[src/rtl/div_unit_pkg.sv]
// Shared encodings for the EX-stage iterative divider: stall bus layout, FSM states
// and result-ready levels.
package div_unit_pkg;

  localparam int unsigned StallBusWidth = 6;
  localparam int unsigned StallExMemBit = 3;

  localparam logic Stop   = 1'b1;
  localparam logic NoStop = 1'b0;

  localparam logic [1:0] DivFree   = 2'b00;
  localparam logic [1:0] DivByZero = 2'b01;
  localparam logic [1:0] DivOn     = 2'b10;
  localparam logic [1:0] DivEnd    = 2'b11;

  localparam logic DivResultReady    = 1'b1;
  localparam logic DivResultNotReady = 1'b0;

endpackage

[src/rtl/div_unit.sv]
// Iterative restoring divider for DIV/DIVU: one quotient bit per cycle on magnitudes,
// sign fixup on the last step, result held in END until EX->MEM captures it.
module div_unit
  import div_unit_pkg::*;
#(
  parameter int unsigned WIDTH = 32
) (
  input  logic                     clk,
  input  logic                     rst,
  input  logic [StallBusWidth-1:0] stall,
  input  logic                     annul_i,
  input  logic                     start_i,
  input  logic                     signed_i,
  input  logic [WIDTH-1:0]         opdata1_i,
  input  logic [WIDTH-1:0]         opdata2_i,
  output logic [2*WIDTH-1:0]       result_o,
  output logic                     ready_o,
  output logic                     stallreq_o
);

  logic [1:0]         state_q, state_d;
  logic [5:0]         cnt_q, cnt_d;
  logic [WIDTH-1:0]   rem_q, rem_d;
  logic [WIDTH-1:0]   dvd_q, dvd_d;
  logic [WIDTH-1:0]   dsr_q, dsr_d;
  logic               neg_quot_q, neg_quot_d;
  logic               neg_rem_q, neg_rem_d;
  logic [2*WIDTH-1:0] result_q, result_d;

  logic [WIDTH:0]   diff;
  logic             q_bit;
  logic [WIDTH-1:0] rem_next, dvd_next;

  logic unused_stall;
  assign unused_stall = ^{stall[StallBusWidth-1:StallExMemBit+1], stall[StallExMemBit-1:0]};

  // Trial subtraction of the divisor from the partial remainder plus next dividend bit.
  assign diff     = {rem_q, dvd_q[WIDTH-1]} - {1'b0, dsr_q};
  assign q_bit    = ~diff[WIDTH];
  assign rem_next = q_bit ? diff[WIDTH-1:0] : {rem_q[WIDTH-2:0], dvd_q[WIDTH-1]};
  assign dvd_next = {dvd_q[WIDTH-2:0], q_bit};

  always_comb begin
    state_d    = state_q;
    cnt_d      = cnt_q;
    rem_d      = rem_q;
    dvd_d      = dvd_q;
    dsr_d      = dsr_q;
    neg_quot_d = neg_quot_q;
    neg_rem_d  = neg_rem_q;
    result_d   = result_q;

    if (annul_i) begin
      state_d = DivFree;
    end else begin
      case (state_q)
        DivFree: begin
          if (start_i) begin
            neg_quot_d = signed_i & (opdata1_i[WIDTH-1] ^ opdata2_i[WIDTH-1]);
            neg_rem_d  = signed_i & opdata1_i[WIDTH-1];
            dsr_d      = (signed_i && opdata2_i[WIDTH-1]) ? {WIDTH{1'b0}} - opdata2_i
                                                           : opdata2_i;
            if (opdata2_i == '0) begin
              state_d = DivByZero;
            end else begin
              dvd_d   = (signed_i && opdata1_i[WIDTH-1]) ? {WIDTH{1'b0}} - opdata1_i
                                                         : opdata1_i;
              rem_d   = '0;
              cnt_d   = '0;
              state_d = DivOn;
            end
          end
        end
        DivByZero: begin
          result_d = '0;
          state_d  = DivEnd;
        end
        DivOn: begin
          rem_d = rem_next;
          dvd_d = dvd_next;
          cnt_d = cnt_q + 6'd1;
          if (cnt_q == 6'(WIDTH - 1)) begin
            result_d = {neg_rem_q  ? {WIDTH{1'b0}} - rem_next : rem_next,
                        neg_quot_q ? {WIDTH{1'b0}} - dvd_next : dvd_next};
            state_d  = DivEnd;
          end
        end
        DivEnd: begin
          // Leave only once EX->MEM has captured the result.
          if (stall[StallExMemBit] == NoStop) begin
            state_d = DivFree;
          end
        end
        default: state_d = DivFree;
      endcase
    end
  end

  always_ff @(posedge clk) begin
    if (rst) begin
      state_q    <= DivFree;
      cnt_q      <= '0;
      rem_q      <= '0;
      dvd_q      <= '0;
      dsr_q      <= '0;
      neg_quot_q <= 1'b0;
      neg_rem_q  <= 1'b0;
      result_q   <= '0;
    end else begin
      state_q    <= state_d;
      cnt_q      <= cnt_d;
      rem_q      <= rem_d;
      dvd_q      <= dvd_d;
      dsr_q      <= dsr_d;
      neg_quot_q <= neg_quot_d;
      neg_rem_q  <= neg_rem_d;
      result_q   <= result_d;
    end
  end

  assign result_o   = result_q;
  assign ready_o    = (state_q == DivEnd) ? DivResultReady : DivResultNotReady;
  assign stallreq_o = start_i && (state_q != DivEnd) && !rst;

endmodule

[config.mk]
export PLATFORM = sky130hd
export DESIGN_NAME = div_unit
export DESIGN_NICKNAME = d
export VERILOG_FILES = /design/src/rtl/div_unit_pkg.sv /design/src/rtl/div_unit.sv
export SDC_FILE = /design/constraint.sdc
export NUM_CORES = 1
export LEC_CHECK = 0
export BUFFER_PORTS_ARGS = -buffer_cell sky130_fd_sc_hd__buf_2
export CORE_AREA = 2 2 174 176
export CTS_BUF_LIST = sky130_fd_sc_hd__clkbuf_8
export CTS_CLUSTER_DIAMETER = 200
export CTS_CLUSTER_SIZE = 25
export DETAILED_ROUTE_END_ITERATION = 10
export DIE_AREA = 0 0 176 178
export GPL_TIMING_DRIVEN = 1
export PLACE_DENSITY = 0.61
export SYNTH_ARGS = -nofsm -noshare
export SYNTH_HDL_FRONTEND = slang
export SYNTH_SLANG_ARGS = --single-unit
[constraint.sdc]
create_clock -name clk -period 5.8 [get_ports clk]
set_input_delay 0.58 -clock clk [delete_from_list [all_inputs] [get_ports clk]]
set_output_delay 0.58 -clock clk [all_outputs]
set_load 0.01 [all_outputs]
==> load_flow_metrics.sql <==
INSERT INTO impl_metrics (metric_group, metric, value, unit) VALUES
('run_status', 'run_status', 'finished clean', ''),
('yosys', 'postSynth.asyncResetShare', '0', ''),
('route', 'routed_wire_length', '34500', 'µm'),
('route', 'route.antenna.remaining_nets', '0', ''),
('finish', 'instances_no_fill', '2064', ''),
('power_and_ir_drop', 'total_leakage_power', '5.02', 'nW'),
('finish', 'final_cell_mix', 'nand2_1 (235), nor2_1 (184), dfxtp_1 (170), a21oi_1 (137), buf_2 (134)', ''),
('grt', 'largest_net_degree_at_the_start_of_global_routing', '84', ''),
('placed_design', 'numPlacedInstances', '2034', ''),
('yosys', 'cells_after_synth', '1589', ''),
('grt', 'global_route.overflow_total', '0', ''),
('floorplan', 'initial_utilization', '0.394', ''),
('route', 'drc_errors', '0', ''),
('setup_path', 'startpoint_type', 'flop', ''),
('yosys', 'syn_avg_cell_area', '7.29', 'µm²'),
('sta', 'unrepaired_setup_endpoints_after_global_routing', 'no', ''),
('power_and_ir_drop', 'comb_power_share', '0.235', ''),
('route', 'viasPerCell', '5.53', ''),
('grt', 'grt_antenna_before_repair', '0', ''),
('finish', 'layout.cells.most_common', 'nand2_1', ''),
('route', 'detailedRoute.firstPassIterationCount', '7', ''),
('clock_tree', 'max-clock-path-buffers', '2', ''),
('finish', 'nets', '1779', ''),
('clock_tree', 'cts_resized', '0', ''),
('sta', 'worst_slew_margin', '0.215', ''),
('placed_design', 'dp_hpwl', '26200', 'µm'),
('power_and_ir_drop', 'netSwitchingFraction', '0.343', ''),
('clock_tree', 'clk_root_buffer_cell', 'clkbuf_8', ''),
('finish', 'drive_gt1_frac', '0.122', ''),
('flow_run', 'drv.max_cap_violation_count', '0', ''),
('setup_path', 'timing.critical_path.required', '6130', 'ps'),
('yosys', 'postSynthRegisterBits', '170', ''),
('finish', 'syn_to_final_growth', '11.1', '%'),
('power_and_ir_drop', 'netSwitchingPower', '951', 'µW'),
('yosys', 'synth.yosys.seq_area_share', '0.294', ''),
('floorplan', 'core', '29400', 'µm²'),
('clock_tree', 'latest_clock_arrival_within_the_worst_skew_pair', '470', 'ps'),
('clock_tree', 'clock_transition_at_the_registers_of_the_reported_paths', '90', 'ps'),
('sta', 'setup-tns-final', '0', 'ps'),
('yosys', 'synth.cell_area', '11600', 'µm²'),
('floorplan', 'placementRows', '63', ''),
('power_and_ir_drop', 'power.internal', '1.82', 'mW'),
('floorplan', 'floorplan_die_height', '178', 'µm'),
('finish', 'num-fill-cells', '3038', ''),
('clock_tree', 'cts_tree', 'yes', ''),
('yosys', 'synth_cell_types', '76', ''),
('setup_path', 'end_kind', 'flop', ''),
('sta', 'final_min_period_over_clock_period', '0.878', ''),
('yosys', 'ys_warn_count', '0', ''),
('yosys', 'synthFlopType', 'dfxtp_1', ''),
('sta', 'hold_viol_final', '0', ''),
('sta', 'final_min_period', '5090', 'ps'),
('route', 'drt_first_iter_violations', '810', ''),
('clock_tree', 'clkSinkCount', '170', ''),
('setup_path', 'critical_path.max_fanout', '12', ''),
('route', 'vias', '11419', ''),
('power_and_ir_drop', 'power_per_cell_area', '215', 'nW/µm²'),
('placed_design', 'routabilityCongestion', '0.895', ''),
('clock_tree', 'cts_buffers', '17', ''),
('floorplan', 'die_area', '31300', 'µm²'),
('yosys', 'synth_enable_flop_cells', '0', ''),
('sta', 'worstMarginPinSlew', '1180', 'ps'),
('route', 'avgRoutedWirePerCell', '16.7', 'µm'),
('sta', 'fmax', '196', 'MHz'),
('power_and_ir_drop', 'seqPwrFrac', '0.449', ''),
('clock_tree', 'holdBufCountCts', '0', ''),
('sta', 'report.final.setup_viol', '0', ''),
('grt', 'grt_pass1_wl', '55100', 'µm'),
('grt', 'track_usage', '0.220', ''),
('floorplan', 'chipWidth', '176', 'µm'),
('setup_path', 'worst_ep_arrival_time', '5420', 'ps'),
('sta', 'fin_worst_skew', '15.6', 'ps'),
('finish', 'antennaDiodeCount', '0', ''),
('sta', 'final_max_slew_viol_count', '0', ''),
('placed_design', 'number_of_buffers_added_on_ports', '135', ''),
('clock_tree', 'post_cts_buffers', '0', ''),
('yosys', 'synth_fp_nets', '1705', ''),
('grt', 'grt_pass1_vias', '10322', ''),
('setup_path', 'timing.setup.critical_path_class', 'reg2reg', ''),
('worst_hold_path', 'worstHoldPathType', 'in2reg', ''),
('power_and_ir_drop', 'vdd.ir_drop.worst', '0.163', 'mV'),
('power_and_ir_drop', 'p_clk_frac', '0.316', ''),
('clock_tree', 'htree_num_levels', '4', ''),
('floorplan', 'top_level_ports', '141', '');
## registers in the layout, indices dropped and copies added, names as in the netlist
signal,cells
neg_quot_q,1
dsr_q,32
dvd_q,32
rem_q,32
result_o,64
state_q,2
cnt_q,6
neg_rem_q,1
## synthesized netlist by cell type, types with 21 or more instances
cell | n | share of area
nand3_1 | 28 | 0.012
nor3_1 | 40 | 0.017
nor2_1 | 186 | 0.060
ha_1 | 40 | 0.043
a211oi_1 | 29 | 0.019
clkbuf_1 | 68 | 0.022
a22oi_1 | 46 | 0.030
o21ai_0 | 115 | 0.050
a21oi_1 | 137 | 0.059
dfxtp_1 | 170 | 0.29
nand2_1 | 235 | 0.076
inv_1 | 56 | 0.018
xor2_1 | 60 | 0.045
xnor2_1 | 77 | 0.058
nor4_1 | 21 | 0.011
## path summary, 6_finish.rpt
kind	startpoint	end	slack [ps]	depth (start not counted)
max	dvd_q[31]$_SDFFE_PP0P_	result_o[62]$_SDFFE_PP0P_	710	20
min	opdata2_i[0]	dsr_q[0]$_SDFFE_PP0P_	390	3
max reg2reg	dvd_q[31]$_SDFFE_PP0P_	result_o[62]$_SDFFE_PP0P_	710	20
min reg2reg	result_o[43]$_SDFFE_PP0P_	result_o[43]$_SDFFE_PP0P_	460	2
## metal layers
layer	part of all wire	global-route usage
met1	0.47	0.303
met2	0.45	0.356
met3	0.052	0.0343
met4	0.023	0.0616
met5	0	0
## cell families after synthesis
group,Yosys count,share of synthesized area
simple gates,617,0.240
compound gates,461,0.253
flops,170,0.294
buf+inv,148,0.0513
xor+xnor,137,0.104
fa+ha+maj,41,0.0449
mux,15,0.0135
## stage by stage
| step | total power, mW | worst slack [ps] | util | hold slack, ps | cell area [µm²] |
|---|---|---|---|---|---|
| finish | 2.77 | 706 | 0.438 | 391 | 12900 |
| detailed placement | 1.91 | 757 | 0.424 | 437 | 12500 |
| global placement | 1.90 | 846 | 0.424 | 435 | 12500 |
| floorplan | 1.73 | 1150 | - | 432 | 11600 |
| CTS | 2.79 | 725 | 0.438 | 373 | 12900 |
| global route | 2.92 | 162 | 0.438 | 379 | 12900 |
## critical path, cell delays in order, from the launching register on
cell     delay, ps
dfxtp_1        410
inv_1           90
ha_1           210
inv_1           80
fa_1           270
nand3_1        130
a21oi_2        290
nor2_2         100
o41ai_4        450
a21oi_2        140
nor3_4         540
inv_2          200
a21oi_1        230
ha_1           260
inv_1           60
nor4_1         280
a31oi_1        220
or3_1          520
o31ai_2        220
xor2_1         170
o21ai_1         70
## final cells by class
type / count / area [µm²] / share of cell area
multi-input combinational: 1271 / 7610 / 0.591
sequential: 170 / 3400 / 0.264
timing repair buffer: 146 / 761 / 0.0591
tap: 390 / 488 / 0.0379
clock buffer: 17 / 234 / 0.0182
inverter: 57 / 214 / 0.0166
clock inverter: 13 / 159 / 0.0123
## power groups by stage
stage	clock network, mW	logic [mW]	registers [mW]
6_report	0.876	0.651	1.24
5_1_grt	0.948	0.726	1.25
4_1_cts	0.903	0.646	1.24
3_5_place_dp	0	0.644	1.27
3_3_place_gp	0	0.638	1.27
2_1_floorplan	0	0.474	1.25
No activity file was read; power rests on OpenSTA's default activity.
